### config.mk
export PLATFORM = sky130hd
export DESIGN_NAME = render_sequencer_flat
export DESIGN_NICKNAME = d
export VERILOG_FILES = /design/src/rtl/render_sequencer_pkg.sv /design/src/rtl/render_sequencer_if.sv /design/src/rtl/render_sequencer_tick_divider.sv /design/src/rtl/render_sequencer.sv /design/src/flat_wrapper.sv
export SDC_FILE = /design/constraint.sdc
export NUM_CORES = 1
export LEC_CHECK = 0
export ABC_AREA = 1
export CAP_MARGIN = 20
export CORE_UTILIZATION = 62
export CTS_BUF_LIST = sky130_fd_sc_hd__clkbuf_4 sky130_fd_sc_hd__clkbuf_8
export CTS_CLUSTER_DIAMETER = 100
export DETAILED_ROUTE_END_ITERATION = 6
export HOLD_SLACK_MARGIN = 0.06
export PLACE_DENSITY = 0.95
export SLEW_MARGIN = 20
export SYNTH_ARGS = -nofsm -noshare
export SYNTH_HDL_FRONTEND = slang
export SYNTH_SLANG_ARGS = --single-unit
### constraint.sdc
create_clock -name clock -period 4.65 [get_ports clock]
set_clock_uncertainty 0.05 [all_clocks]
set_input_delay 1.1625 -clock clock [delete_from_list [all_inputs] [get_ports clock]]
set_output_delay 1.1625 -clock clock [all_outputs]
set_load 0.01 [all_outputs]
### src/rtl/render_sequencer_pkg.sv
// Shared definitions for the render sequencer: FSM state encoding, derived-width
// helpers and the slice macro that extracts one layer's count from the packed bus.
`define RS_LAYER_SLICE(vec, idx, cw) vec[(idx)*(cw) +: (cw)]

package render_sequencer_pkg;

   typedef enum logic [2:0] {
      ST_IDLE,
      ST_LATCH,
      ST_SCAN,
      ST_DRAW,
      ST_PRESENT,
      ST_WAIT
   } state_e;

   function automatic int lw_f(input int num_layers);
      return (num_layers > 1) ? $clog2(num_layers) : 1;
   endfunction

   function automatic int iw_f(input int max_items);
      return (max_items > 1) ? $clog2(max_items) : 1;
   endfunction

   function automatic int cw_f(input int max_items);
      return $clog2(max_items + 1);
   endfunction

   // The internal layer counter must be able to hold NUM_LAYERS to mark end-of-scan.
   function automatic int lqw_f(input int num_layers);
      return (num_layers > 1) ? $clog2(num_layers + 1) : 1;
   endfunction

endpackage

### src/rtl/render_sequencer_if.sv
// Controller/datapath-facing signal bundle of the render sequencer.
// The slave modport is the sequencer; the master modport is its environment.
interface render_sequencer_if
   import render_sequencer_pkg::*;
#(
   parameter int NUM_LAYERS = 8,
   parameter int MAX_ITEMS  = 8
);

   localparam int LW = lw_f(NUM_LAYERS);
   localparam int IW = iw_f(MAX_ITEMS);
   localparam int CW = cw_f(MAX_ITEMS);

   logic                     start;
   logic                     stop;
   logic [NUM_LAYERS*CW-1:0] layer_count;
   logic                     draw_req;
   logic [LW-1:0]            layer_id;
   logic [IW-1:0]            item_id;
   logic                     draw_done;
   logic                     present_req;
   logic                     present_done;
   logic                     frame_tick;
   logic                     anim_tick;
   logic                     busy;
   logic                     overrun;

   modport master (
      output start, stop, layer_count, draw_done, present_done,
      input  draw_req, layer_id, item_id, present_req, frame_tick, anim_tick, busy, overrun
   );

   modport slave (
      input  start, stop, layer_count, draw_done, present_done,
      output draw_req, layer_id, item_id, present_req, frame_tick, anim_tick, busy, overrun
   );

endinterface

### src/rtl/render_sequencer_tick_divider.sv
// Modulo-DIV event counter: tick is high on the enabled cycle that completes a
// full DIV count; clear holds the count at zero.
module tick_divider #(
   parameter int DIV = 2
) (
   input  logic clock,
   input  logic reset,
   input  logic clear,
   input  logic enable,
   output logic tick
);

   localparam int            W    = (DIV > 1) ? $clog2(DIV) : 1;
   localparam logic [W-1:0]  LAST = W'(DIV - 1);

   logic [W-1:0] cnt_q;
   logic [W-1:0] cnt_d;

   always_comb begin
      // NOTE: cnt_d gets a default before any branch, so no path leaves it unassigned and no latch is inferred.
      cnt_d = cnt_q;
      if (clear) begin
         cnt_d = '0;
      end else if (enable) begin
         cnt_d = (cnt_q == LAST) ? '0 : cnt_q + 1'b1;
      end
   end

   // NOTE: registers are written with <= so every flop samples pre-edge values regardless of block order.
   always_ff @(posedge clock or posedge reset) begin
      if (reset) begin
         cnt_q <= '0;
      end else begin
         cnt_q <= cnt_d;
      end
   end

   assign tick = enable && (cnt_q == LAST);

endmodule

### src/rtl/render_sequencer.sv
// Frame-render scheduler: snapshots per-layer item counts, issues one draw job per
// item over a req/done handshake, requests a present, then waits for the frame tick.
module render_sequencer
   import render_sequencer_pkg::*;
#(
   parameter int NUM_LAYERS = 8,
   parameter int MAX_ITEMS  = 8,
   parameter int CLK_DIV    = 833333,
   parameter int FRAME_DIV  = 15
) (
   input logic               clock,
   input logic               reset,
   render_sequencer_if.slave bus
);

   localparam int             LW         = lw_f(NUM_LAYERS);
   localparam int             IW         = iw_f(MAX_ITEMS);
   localparam int             CW         = cw_f(MAX_ITEMS);
   localparam int             LQW        = lqw_f(NUM_LAYERS);
   localparam logic [CW-1:0]  MAX_CNT    = CW'(MAX_ITEMS);
   localparam logic [LQW-1:0] LAST_LAYER = LQW'(NUM_LAYERS - 1);
   localparam logic [LQW-1:0] END_LAYER  = LQW'(NUM_LAYERS);

   state_e         state_q;
   logic [CW-1:0]  snap_q [NUM_LAYERS];
   logic [CW-1:0]  snap_d [NUM_LAYERS];
   logic [LQW-1:0] layer_q;
   logic [IW-1:0]  item_q;
   logic           draw_req_q;
   logic           present_req_q;
   logic           busy_q;
   logic           overrun_q;

   logic [CW-1:0]  cur_cnt;
   logic           last_item;
   logic           div_clear;
   logic           frame_tick;
   logic           anim_tick;

   // Clamp each incoming count so a bad controller value can never overrun item_id.
   always_comb begin
      for (int i = 0; i < NUM_LAYERS; i++) begin
         snap_d[i] = (`RS_LAYER_SLICE(bus.layer_count, i, CW) > MAX_CNT)
                   ? MAX_CNT : `RS_LAYER_SLICE(bus.layer_count, i, CW);
      end
   end

   always_comb begin
      cur_cnt = '0;
      for (int i = 0; i < NUM_LAYERS; i++) begin
         if (layer_q == LQW'(i)) begin
            cur_cnt = snap_q[i];
         end
      end
   end

   assign last_item = (CW'(item_q) == cur_cnt - 1'b1);

   assign div_clear = (state_q == ST_IDLE) || bus.stop;

   tick_divider #(.DIV(CLK_DIV)) u_frame_div (
      .clock  (clock),
      .reset  (reset),
      .clear  (div_clear),
      .enable (1'b1),
      .tick   (frame_tick)
   );

   tick_divider #(.DIV(FRAME_DIV)) u_anim_div (
      .clock  (clock),
      .reset  (reset),
      .clear  (div_clear),
      .enable (frame_tick),
      .tick   (anim_tick)
   );

   always_ff @(posedge clock or posedge reset) begin
      if (reset) begin
         state_q       <= ST_IDLE;
         layer_q       <= '0;
         item_q        <= '0;
         draw_req_q    <= 1'b0;
         present_req_q <= 1'b0;
         busy_q        <= 1'b0;
         overrun_q     <= 1'b0;
         // NOTE: the snapshot is a handful of flops and is reset explicitly; no stale count survives reset.
         for (int i = 0; i < NUM_LAYERS; i++) begin
            snap_q[i] <= '0;
         end
      end else if (bus.stop) begin
         state_q       <= ST_IDLE;
         layer_q       <= '0;
         item_q        <= '0;
         draw_req_q    <= 1'b0;
         present_req_q <= 1'b0;
         busy_q        <= 1'b0;
         for (int i = 0; i < NUM_LAYERS; i++) begin
            snap_q[i] <= '0;
         end
      end else begin
         // A tick seen anywhere but WAIT is lost; the frame still runs to completion.
         if (frame_tick && (state_q != ST_IDLE) && (state_q != ST_WAIT)) begin
            overrun_q <= 1'b1;
         end

         unique case (state_q)
            ST_IDLE: begin
               if (bus.start) begin
                  state_q   <= ST_LATCH;
                  busy_q    <= 1'b1;
                  overrun_q <= 1'b0;
               end
            end

            ST_LATCH: begin
               snap_q  <= snap_d;
               layer_q <= '0;
               item_q  <= '0;
               state_q <= ST_SCAN;
            end

            ST_SCAN: begin
               if (layer_q == END_LAYER) begin
                  state_q       <= ST_PRESENT;
                  present_req_q <= 1'b1;
               end else if (cur_cnt == '0) begin
                  layer_q <= layer_q + 1'b1;
                  // Skipping the final empty layer goes straight to PRESENT.
                  if (layer_q == LAST_LAYER) begin
                     state_q       <= ST_PRESENT;
                     present_req_q <= 1'b1;
                  end
               end else begin
                  state_q    <= ST_DRAW;
                  draw_req_q <= 1'b1;
               end
            end

            ST_DRAW: begin
               if (bus.draw_done) begin
                  if (last_item) begin
                     item_q     <= '0;
                     layer_q    <= layer_q + 1'b1;
                     state_q    <= ST_SCAN;
                     draw_req_q <= 1'b0;
                  end else begin
                     item_q <= item_q + 1'b1;
                  end
               end
            end

            ST_PRESENT: begin
               if (bus.present_done) begin
                  state_q       <= ST_WAIT;
                  present_req_q <= 1'b0;
               end
            end

            ST_WAIT: begin
               if (frame_tick) begin
                  state_q <= ST_LATCH;
               end
            end

            default: begin
               state_q <= ST_IDLE;
            end
         endcase
      end
   end

   assign bus.draw_req    = draw_req_q;
   assign bus.layer_id    = layer_q[LW-1:0];
   assign bus.item_id     = item_q;
   assign bus.present_req = present_req_q;
   assign bus.busy        = busy_q;
   assign bus.overrun     = overrun_q;
   assign bus.frame_tick  = frame_tick;
   assign bus.anim_tick   = anim_tick;

endmodule
### src/flat_wrapper.sv
// flat-port wrapper written by rule: the top's interface ports become plain ports
module render_sequencer_flat import render_sequencer_pkg::*;
#(
   parameter int NUM_LAYERS = 8,
   parameter int MAX_ITEMS  = 8,
   parameter int CLK_DIV    = 833333,
   parameter int FRAME_DIV  = 15
)
  (clock, reset, bus_start, bus_stop, bus_layer_count, bus_draw_done, bus_present_done, bus_draw_req, bus_layer_id, bus_item_id, bus_present_req, bus_frame_tick, bus_anim_tick, bus_busy, bus_overrun);
  render_sequencer_if #(.NUM_LAYERS(NUM_LAYERS), .MAX_ITEMS(MAX_ITEMS)) bus_i ();
  input logic clock;
  input logic reset;
  input wire logic [$bits(bus_i.start)-1:0] bus_start;
  input wire logic [$bits(bus_i.stop)-1:0] bus_stop;
  input wire logic [$bits(bus_i.layer_count)-1:0] bus_layer_count;
  input wire logic [$bits(bus_i.draw_done)-1:0] bus_draw_done;
  input wire logic [$bits(bus_i.present_done)-1:0] bus_present_done;
  output wire logic [$bits(bus_i.draw_req)-1:0] bus_draw_req;
  output wire logic [$bits(bus_i.layer_id)-1:0] bus_layer_id;
  output wire logic [$bits(bus_i.item_id)-1:0] bus_item_id;
  output wire logic [$bits(bus_i.present_req)-1:0] bus_present_req;
  output wire logic [$bits(bus_i.frame_tick)-1:0] bus_frame_tick;
  output wire logic [$bits(bus_i.anim_tick)-1:0] bus_anim_tick;
  output wire logic [$bits(bus_i.busy)-1:0] bus_busy;
  output wire logic [$bits(bus_i.overrun)-1:0] bus_overrun;
  assign bus_i.start = bus_start;
  assign bus_i.stop = bus_stop;
  assign bus_i.layer_count = bus_layer_count;
  assign bus_i.draw_done = bus_draw_done;
  assign bus_i.present_done = bus_present_done;
  assign bus_draw_req = bus_i.draw_req;
  assign bus_layer_id = bus_i.layer_id;
  assign bus_item_id = bus_i.item_id;
  assign bus_present_req = bus_i.present_req;
  assign bus_frame_tick = bus_i.frame_tick;
  assign bus_anim_tick = bus_i.anim_tick;
  assign bus_busy = bus_i.busy;
  assign bus_overrun = bus_i.overrun;
  render_sequencer #(.NUM_LAYERS(NUM_LAYERS), .MAX_ITEMS(MAX_ITEMS), .CLK_DIV(CLK_DIV), .FRAME_DIV(FRAME_DIV)) u_core (.clock(clock), .reset(reset), .bus(bus_i));
endmodule
==> results.json <==
{
  "arrival_ns": 2.40,
  "ctsResizeCount": 0,
  "place_hpwl_um": 7581,
  "die_y_um": 83.55,
  "cts_tree": "yes",
  "dpl_cell_area_mm2": 0.004671,
  "avgSynthCellArea_um2": 7.442,
  "drtAntennaViolNets": 0,
  "syn_area_mm2": 0.004123,
  "status": "finished clean",
  "start_util_pct": 64.56,
  "crit_path_end_kind": "output port",
  "clk_latency_ns": 0.37,
  "p_leak_nw": 2.299,
  "crit_buf_inv": 2,
  "finalCritPeriodShare_pct": 77.77,
  "die_w_um": 83.55,
  "areaGrowthSynthToFinish_pct": 19.39,
  "crit_fanout": 4,
  "tightest_slew_ns": 0.6736,
  "numCtsBuffers": 9,
  "ir_worst_vdd_mv": 0.3521,
  "rsz0062_at_grt": "false",
  "dp.cells": 672,
  "cp_slowest_cell": "clkdlybuf4s50_1",
  "syn_nets": 603,
  "hp-start": "u_core.u_frame_div.cnt_q[0]$_DFF_PP0_",
  "fin_cells": 688,
  "min_period_ns": 3.616,
  "crit_required_ns": 3.44,
  "hold-path-endpoint": "u_core.u_frame_div.cnt_q[0]$_DFF_PP0_",
  "drt_iter0_drc": 296,
  "vias_per_cell": 5.833,
  "cts_buffer_depth": 2,
  "power_mw": 2.008,
  "fillers": 411,
  "clkTransAtPathRegs_ns": 0.08,
  "r2r-end": "u_core.layer_q[3]$_DFFE_PP0P_",
  "antenna_found_initial": 0,
  "crit_family": "simple AND/OR/NAND/NOR gates",
  "overflow": 0,
  "setup_tns_ns": 0,
  "finalNetCount": 655,
  "maxSlewViolCount": 0,
  "synth-seq-cells": 70,
  "slowest_delay_ns": 0.55,
  "core-area_mm2": 0.006386,
  "drive_gt1_share_pct": 7.856,
  "r2r_slack_ns": 1.32,
  "ctsHoldBuffers": 0,
  "h-tree-depth": 3,
  "cp_common_cell": "nor2_1",
  "fmax_mhz": 276.5,
  "vias": 4013,
  "yosysSeqAreaShare_pct": 42.49,
  "wl_um": 10680,
  "min_path_cells": 1,
  "drt_first_pass_iters": 5,
  "grt_usage_pct": 32.36,
  "synthCells": 554,
  "max_slew_margin_pct": 54.93,
  "ioPinCount": 50,
  "r2r-start": "u_core.layer_q[0]$_DFFE_PP0P_",
  "drc": 0,
  "synth_cell_types": 40,
  "first_global_vias": 3969,
  "max_cap_violations": 0,
  "critical_path_class": "reg -> out",
  "p_per_area_mw_per_mm2": 407.9,
  "stdcell_area_mm2": 0.004922,
  "routedWlPerCell_um": 15.52,
  "gp_congestion": 0.9145,
  "grt_first_pass_wirelength_um": 17890,
  "hold_path_class": "reg -> reg",
  "placement_rows": 29,
  "start_kind": "flip-flop",
  "r2r_cells": 22,
  "setup_viol": 0,
  "grt_max_degree": 32,
  "n_antenna_cell": 0,
  "path_cells": "nand2_1, or4_1, nor2_1, inv_1, nor2_1, clkdlybuf4s50_1",
  "postCtsSetupRepairBufs": 0,
  "cts-root-buf": "clkbuf_8",
  "port_buffers": 49,
  "yosys_warnings": 0,
  "design.die.area_mm2": 0.006980,
  "hold_viol": 0,
  "cts.sinks": 70
}
## cell usage after synthesis
library cell / n / area, um^2
xnor2_1: 2 / 17.52
inv_1: 101 / 379.1
nor4_1: 8 / 50.05
o21ai_0: 37 / 185.2
and3_1: 1 / 6.260
nand2_1: 100 / 375.4
a21oi_1: 28 / 140.1
a31oi_1: 1 / 6.260
inv_2: 6 / 22.52
a21boi_2: 1 / 11.26
nand3b_2: 1 / 11.26
o22ai_2: 1 / 12.51
nor3_2: 1 / 10.01
clkbuf_1: 6 / 22.52
or2_2: 3 / 18.77
buf_2: 1 / 5.000
nor2_2: 1 / 6.260
o21bai_2: 1 / 11.26
o21a_1: 3 / 22.52
o41ai_1: 2 / 17.52
o21ai_2: 1 / 8.760
ha_1: 11 / 137.6
nor2_4: 1 / 11.26
nand3_1: 66 / 330.3
nand3_2: 4 / 40.04
o21ai_1: 2 / 10.01
nor2_1: 50 / 187.7
a311oi_1: 1 / 8.760
nor3_1: 11 / 55.05
or4_1: 1 / 7.510
nand2_4: 2 / 22.52
buf_6: 1 / 11.26
nor3b_1: 1 / 7.510
xor2_1: 5 / 43.79
buf_4: 5 / 37.54
dfrtp_1: 70 / 1752
nand2_2: 2 / 12.51
nor2_8: 1 / 20.02
o22ai_1: 5 / 31.28
nand4_1: 9 / 56.30
## stage by stage
stage / util, % / setup WS (ns) / hold slack (ns)
2_1_floorplan: - / 1.669 / 0.3822
3_3_place_gp: 73.14 / 1.170 / 0.4018
3_5_place_dp: 73.14 / 1.078 / 0.4242
4_1_cts: 77.08 / 1.022 / 0.4347
5_1_grt: 77.08 / 0.8727 / 0.4712
6_report: 77.08 / 1.034 / 0.4443
## layer usage
layer  wire length [um]  GRT usage, %  vias to the layer above
li1                   -             -                     1893
met1               4242         38.66                     1871
met2               5294         55.29                      202
met3                732         5.638                       47
met4                408         18.49                        0
met5                  0             0                        -
## worst max-delay path by stage
stage | startpoint | endpoint | slack, ns | cells after the start
after global placement | bus_stop | u_core.bus.item_id[2]$_DFFE_PP0P_ | 1.17 | 7
after floorplan | reset | u_core.bus.busy$_DFFE_PP0P_ | 1.67 | 1
after CTS | u_core.u_frame_div.cnt_q[13]$_DFF_PP0_ | bus_anim_tick | 1.02 | 6
after detailed placement | bus_stop | u_core.bus.item_id[2]$_DFFE_PP0P_ | 1.08 | 7
after global routing | u_core.u_frame_div.cnt_q[9]$_DFF_PP0_ | bus_anim_tick | 0.87 | 6
final | u_core.u_frame_div.cnt_q[9]$_DFF_PP0_ | bus_anim_tick | 1.03 | 6
## report_power, final
part	switching (mW)	internal, mW
Clock	0.248	0.378
Sequential	0.0563	0.686
Combinational	0.425	0.215
## layout by cell type (no fill, tap or decap), types with 7 or more instances in the layout
master,netlist,layout
nand4_1,9,9
clkdlybuf4s50_1,0,49
clkbuf_8,0,10
dfrtp_1,70,70
nand2_1,100,100
nor3_1,11,11
nand3_1,66,66
inv_2,6,7
inv_1,101,100
nor2_1,50,50
o21ai_0,37,37
nor4_1,8,8
ha_1,11,11
a21oi_1,28,28
## layout make-up
cell class | count | area (um^2) | share of cell area [%]
tap | 77 | 96.34 | 1.957
sequential | 70 | 1752 | 35.59
clock inverter | 5 | 106.4 | 2.161
multi-input combinational | 364 | 1893 | 38.46
inverter | 107 | 401.6 | 8.160
clock buffer | 11 | 145.1 | 2.949
timing repair buffer | 54 | 528.0 | 10.73
## cells by family (layout without fill, tap and decap cells)
family,Yosys count,after routing,share of synthesized area [%]
compound gates,83,83,11.29
fa+ha+maj,11,11,3.338
buf+inv,120,177,11.59
flops,70,70,42.49
simple gates,263,263,29.80
xor+xnor,7,7,1.487
## flip-flops by register name, indices dropped and copies added (netlist names)
register	count
u_core.snap_q	32
u_core.bus.draw_req	1
u_core.bus.present_req	1
u_core.layer_q	4
u_core.state_q	3
u_core.bus.busy	1
u_core.bus.item_id	3
u_core.u_anim_div.cnt_q	4
u_core.bus.overrun	1
u_core.u_frame_div.cnt_q	20
## worst register-to-register path, cell delays in order (launching register included)
cell and delay (ns):
dfrtp_1 0.48, inv_1 0.13, ha_1 0.22, inv_1 0.07, nor3_2 0.33, inv_2 0.09, o21ai_0 0.10, inv_1 0.07
nand2_1 0.07, nand2_1 0.08, nand2_1 0.09, inv_1 0.08, ha_1 0.22, xor2_1 0.19, nand2_1 0.07, nand2_1 0.07
inv_1 0.04, nor2_1 0.11, nand2_1 0.08, nand2_2 0.25, nand2_1 0.17, nand2_1 0.10, nand2_1 0.05
No activity file was read; power rests on OpenSTA's default activity.
==> variant 1, RTL diff (same settings) <==
`FRAME_DIV` is set to 15 in 2 places; all go to 30.
--- a/src/rtl/render_sequencer.sv
+++ b/src/rtl/render_sequencer.sv
@@ -6,7 +6,7 @@
    parameter int NUM_LAYERS = 8,
    parameter int MAX_ITEMS  = 8,
    parameter int CLK_DIV    = 833333,
-   parameter int FRAME_DIV  = 15
+   parameter int FRAME_DIV  = 30
 ) (
    input logic               clock,
    input logic               reset,
--- a/src/flat_wrapper.sv
+++ b/src/flat_wrapper.sv
@@ -4,7 +4,7 @@
    parameter int NUM_LAYERS = 8,
    parameter int MAX_ITEMS  = 8,
    parameter int CLK_DIV    = 833333,
-   parameter int FRAME_DIV  = 15
+   parameter int FRAME_DIV  = 30
 )
   (clock, reset, bus_start, bus_stop, bus_layer_count, bus_draw_done, bus_present_done, bus_draw_req, bus_layer_id, bus_item_id, bus_present_req, bus_frame_tick, bus_anim_tick, bus_busy, bus_overrun);
   render_sequencer_if #(.NUM_LAYERS(NUM_LAYERS), .MAX_ITEMS(MAX_ITEMS)) bus_i ();
Formal check against the unedited RTL: no difference found for any inputs over 10 cycles, from zero or initial values and one cycle with reset high; that may be too few to reach the edited logic, so the function may still have changed.
==> variant 1 against the original RTL <==
Worst setup slack worse by 0.11 ns; sequential cell count is 1 higher; final area is 0.79% lower; area after synthesis is 0.15% higher; power is 4.0% lower; routed wire length is 3.3% lower.
==> variant 1: results (changes against the original RTL) <==
* DR vias at 3970 (was 4013)
* Max IR drop VDD at 0.253 mV (was 0.352 mV)
* HP Class: reg -> reg (unchanged)
* Clk Latency, worst-skew pair at 0.35 ns (was 0.37 ns)
* Layout Nets at 651 (was 655)
* Vias in the first global route at 3904 (was 3969)
* First-pass DRT Iterations at 6 (was 5)
* Actual transition at the worst max-transition pin at 0.790 ns (was 0.674 ns)
* First-pass GRT wire length at 17300 um (was 17900 um)
* Pin count of the biggest net entering global routing at 40 (was 32)
* Maximum fanout along the worst path at 4 (unchanged)
* FF-to-FF End: u_core.state_q[0] (was u_core.layer_q[3])
* Layout fillers at 432 (was 411)
* Initial DRC Count at 514 (was 296)
* FF-to-FF path depth at 19 (was 22)
* Worst setup path start: u_core.u_frame_div.cnt_q[0] (was u_core.u_frame_div.cnt_q[9])
* Setup slack, reg-to-reg at 1.49 ns (was 1.32 ns)
* GPL Wtd Cong at 0.863 (was 0.915)
* Top cells by count, synth: 111 x inv_1, 85 x nand2_1, 71 x dfrtp_1, 68 x nand3_1, 56 x nor2_1 (was 101 x inv_1, 100 x nand2_1, 70 x dfrtp_1, 66 x nand3_1, 50 x nor2_1)
* Crit path DAT at 2.52 ns (was 2.40 ns)
* Status: complete, no violations (unchanged)
* Non-Filler Instances at 684 (was 688)
* Ranking of synthesized cells by area: dfrtp_1 43%, inv_1 10%, nand3_1 8.2% (was dfrtp_1 42%, inv_1 9.2%, nand2_1 9.1%)
* Depth of the worst hold-timing path at 2 (was 1)
* Pleak at 2.25 nW (was 2.30 nW)
* HPWL Detailed at 7330 um (was 7580 um)
* Layout cells sized above 1 at 5.77% (was 7.86%)
* FFs w/ async S/R, synth at 100% (unchanged)
* Synthesized area per cell at 7.48 um2 (was 7.44 um2)
* Top flop regs: u_core.snap_q (32), u_core.u_frame_div.cnt_q (20), u_core.u_anim_div.cnt_q (5) (was u_core.snap_q (32), u_core.u_frame_div.cnt_q (20))
* I/O Buffers at 49 (unchanged)
* Total track usage at 31.1% (was 32.4%)
* Placed cell count at 668 (was 672)
* H-tree depth at 3 (unchanged)
* WL per Instance at 15.1 um (was 15.5 um)
* Sequential share of the synthesized area at 43.0% (was 42.5%)
* Syn Nets at 601 (was 603)
variant 1: cell count changes after synthesis, moves of 3 or more:
cell     before  now
nand2_1     100   85
inv_1       101  111
nor2_1       50   56
inv_2         6    1
o31ai_1       0    5
a32o_1        0    4
nand3_2       4    0
nand4_1       9    5
a21oi_2       0    3
o21ai_0      37   34
o22ai_1       5    8
variant 1: routing by layer:
metal	up-vias	track usage, %	share of wire, %
met5	-	0	0
met2	191	55.1	50
li1	1877	-	-
met1	1855	35.5	39
met4	0	14.5	3.8
met3	47	7.02	6.9
variant 1: cells by family (layout without fill, tap and decap cells):
family / count (synthesis) / in the layout / synth area share [%]
compound gates: 90 / 90 / 12.9
xor+xnor: 8 / 8 / 1.70
fa+ha+maj: 11 / 11 / 3.33
buf+inv: 127 / 182 / 12.4
flops: 71 / 71 / 43.0
simple gates: 245 / 245 / 26.6
variant 1: how the worst min path moves through the flow:
stage                           startpoint                     endpoint  slack, ns
2_1_floorplan             u_core.snap_q[3]             u_core.snap_q[3]       0.40
5_1_grt        u_core.u_frame_div.cnt_q[0]  u_core.u_frame_div.cnt_q[0]       0.46
3_3_place_gp           u_core.bus.draw_req          u_core.bus.draw_req       0.41
4_1_cts        u_core.u_frame_div.cnt_q[0]  u_core.u_frame_div.cnt_q[0]       0.44
3_5_place_dp           u_core.bus.draw_req          u_core.bus.draw_req       0.42
6_report               u_core.bus.draw_req          u_core.bus.draw_req       0.43
variant 1: metrics by stage:
| step | hold WS [ns] | power (mW) | setup slack, ns | instance area (um2) |
|---|---|---|---|---|
| floorplan | 0.402 | 1.16 | 1.64 | 4130 |
| global placement | 0.409 | 1.32 | 1.26 | 4660 |
| detailed placement | 0.421 | 1.35 | 1.07 | 4660 |
| CTS | 0.441 | 1.92 | 0.987 | 4880 |
| global route | 0.456 | 2.04 | 0.800 | 4880 |
| finish | 0.435 | 1.93 | 0.922 | 4880 |
variant 1: area by class of cell:
cell class              count  area [um2]  share of cell area (%)
flip-flops and latches     71        1780                    36.4
repair buffers             53         520                    10.7
clock buffers               9         124                    2.54
clock inverters             7         103                    2.10
inverters                 113         424                    8.69
multi-input cells         354        1840                    37.7
well taps                  77        96.3                    1.97
variant 1: power by group:
part	leakage, nW	internal, mW	total, mW	switching, mW
sequential	0.978	0.694	0.748	0.0539
clock	0.110	0.308	0.568	0.261
combinational	1.16	0.209	0.612	0.404
total	2.25	1.21	1.93	0.718
variant 1: worst max-delay path: stages (launching register included):
cell and delay [ns]:
dfrtp_1 0.41, inv_1 0.07, ha_1 0.13, nand3_1 0.08, or3_1 0.39, nor3_1 0.43, clkdlybuf4s50_1 0.64
==> variant 2, RTL diff (same settings) <==
Without the edit above. Encoding of `state_e`: now one-hot (6 bits for 6 states).
--- a/src/rtl/render_sequencer_pkg.sv
+++ b/src/rtl/render_sequencer_pkg.sv
@@ -4,13 +4,13 @@
 
 package render_sequencer_pkg;
 
-   typedef enum logic [2:0] {
-      ST_IDLE,
-      ST_LATCH,
-      ST_SCAN,
-      ST_DRAW,
-      ST_PRESENT,
-      ST_WAIT
+   typedef enum logic [5:0] {
+      ST_IDLE    = 6'b000001,
+      ST_LATCH   = 6'b000010,
+      ST_SCAN    = 6'b000100,
+      ST_DRAW    = 6'b001000,
+      ST_PRESENT = 6'b010000,
+      ST_WAIT    = 6'b100000
    } state_e;
 
    function automatic int lw_f(input int num_layers);
Behaviour: no difference found for any inputs over 10 cycles, from zero or initial values and one cycle with reset high; not proved beyond that.
==> variant 2 against the original RTL <==
Via count decreased by 4.1%; final area decreased by 0.51%; area after synthesis increased by 0.15%; die area increased by 0.14%; sequential cell count increased by 3; routed wire length decreased by 4.3%; worst setup slack improved by 0.22 ns; critical endpoint is now bus_frame_tick.
Power is not compared: it rests on default switching activity, and its combinational part moved more than twofold at a synthesized area within 25%.
==> variant 2: results (changes against the original RTL) <==
* Initial DRC Count at 339 (was 296)
* Final WL at 10200 um (was 10700 um)
* Placement Cell Area at 4650 um2 (was 4670 um2)
* Sequential share of the synthesized area at 44.3% (was 42.5%)
* Met3 routed WL at 688 um (was 732 um)
* GR Util met3 at 7.02% (was 5.64%)
* Placed cell count at 657 (was 672)
* Routing usage on met2 at 53.7% (was 55.3%)
* Top cells by count, synth: 98 x inv_1, 96 x nand2_1, 72 x dfrtp_1, 62 x nor2_1, 58 x nand3_1 (was 101 x inv_1, 100 x nand2_1, 70 x dfrtp_1, 66 x nand3_1, 50 x nor2_1)
* First-pass GRT wire length at 17300 um (was 17900 um)
* FF-to-FF path depth at 20 (was 22)
* WL per Instance at 15.2 um (was 15.5 um)
* Ranking of synthesized cells by area: dfrtp_1 44%, inv_1 8.9%, nand2_1 8.7% (was dfrtp_1 42%, inv_1 9.2%, nand2_1 9.1%)
* Met2 Wirelength at 5180 um (was 5290 um)
* Top flop regs: u_core.snap_q (32), u_core.u_frame_div.cnt_q (20), u_core.state_q (6) (was u_core.snap_q (32), u_core.u_frame_div.cnt_q (20))
* Setup slack, reg-to-reg at 1.50 ns (was 1.32 ns)
* Crit path DAT at 2.19 ns (was 2.40 ns)
* DR vias at 3848 (was 4013)
* First-pass DRT Iterations at 6 (was 5)
* Status: complete, no violations (unchanged)
* Pin count of the biggest net entering global routing at 46 (was 32)
* Met1 Resource Use GR at 36.1% (was 38.7%)
* Hold path endpoint: u_core.bus.draw_req (was u_core.u_frame_div.cnt_q[0])
* Hold Crit Start: u_core.bus.draw_req (was u_core.u_frame_div.cnt_q[0])
* Met1 WL at 4050 um (was 4240 um)
* Layout Nets at 640 (was 655)
* Layout cells sized above 1 at 7.05% (was 7.86%)
* DP Worst Slack at 1.28 ns (was 1.08 ns)
* Actual transition at the worst max-transition pin at 0.936 ns (was 0.674 ns)
* Syn Nets at 592 (was 603)
* Vias in the first global route at 3974 (was 3969)
* Hold_ws at 0.427 ns (was 0.444 ns)
## variant 2: changes by cell type in the layout (fill, tap and decap cells not counted), sizes merged, moves of 7 or more
cell,before,now
nor2,53,70
o21ai,40,30
nand3,70,59
inv,107,100
a211oi,0,7
a21oi,28,21
## variant 2: cell type report
cell class,count,area [um2]
flip-flops and latches,73,1830
multi-input cells,353,1830
fillers,445,1490
repair buffers,53,520
inverters,101,379
clock buffers,11,145
clock inverters,5,103
well taps,77,96.3
## variant 2: worst max-delay path, stage by stage, from the launching register on
cell,delay [ns]
dfrtp_1,0.41
inv_1,0.09
ha_1,0.15
and3_1,0.17
nand3_1,0.12
nor2_1,0.29
clkdlybuf4s50_1,0.60
## variant 2: worst max path at each step
stage,from,to,slack (ns)
floorplan,reset,u_core.bus.busy,1.59
global placement,bus_stop,u_core.u_anim_div.cnt_q[3],1.38
detailed placement,bus_stop,u_core.u_anim_div.cnt_q[3],1.28
CTS,u_core.u_frame_div.cnt_q[0],bus_frame_tick,1.23
global route,u_core.u_frame_div.cnt_q[0],bus_frame_tick,1.18
finish,u_core.u_frame_div.cnt_q[0],bus_frame_tick,1.25
## variant 2: logic make-up after synthesis
kind of cell	count (synthesis)	share of synthesized area, %
buffers and inverters	117	11.5
AO/OA/AOI/OAI	76	11.2
XOR/XNOR	9	1.91
AND/OR/NAND/NOR	257	27.8
flip-flops	73	44.3
adder cells (fa/ha/maj)	11	3.33
## variant 2: report_power, final
group | internal (mW) | switching [mW]
clock | 0.376 | 0.247
sequential | 0.657 | 0.0136
combinational | 0.0720 | 0.116
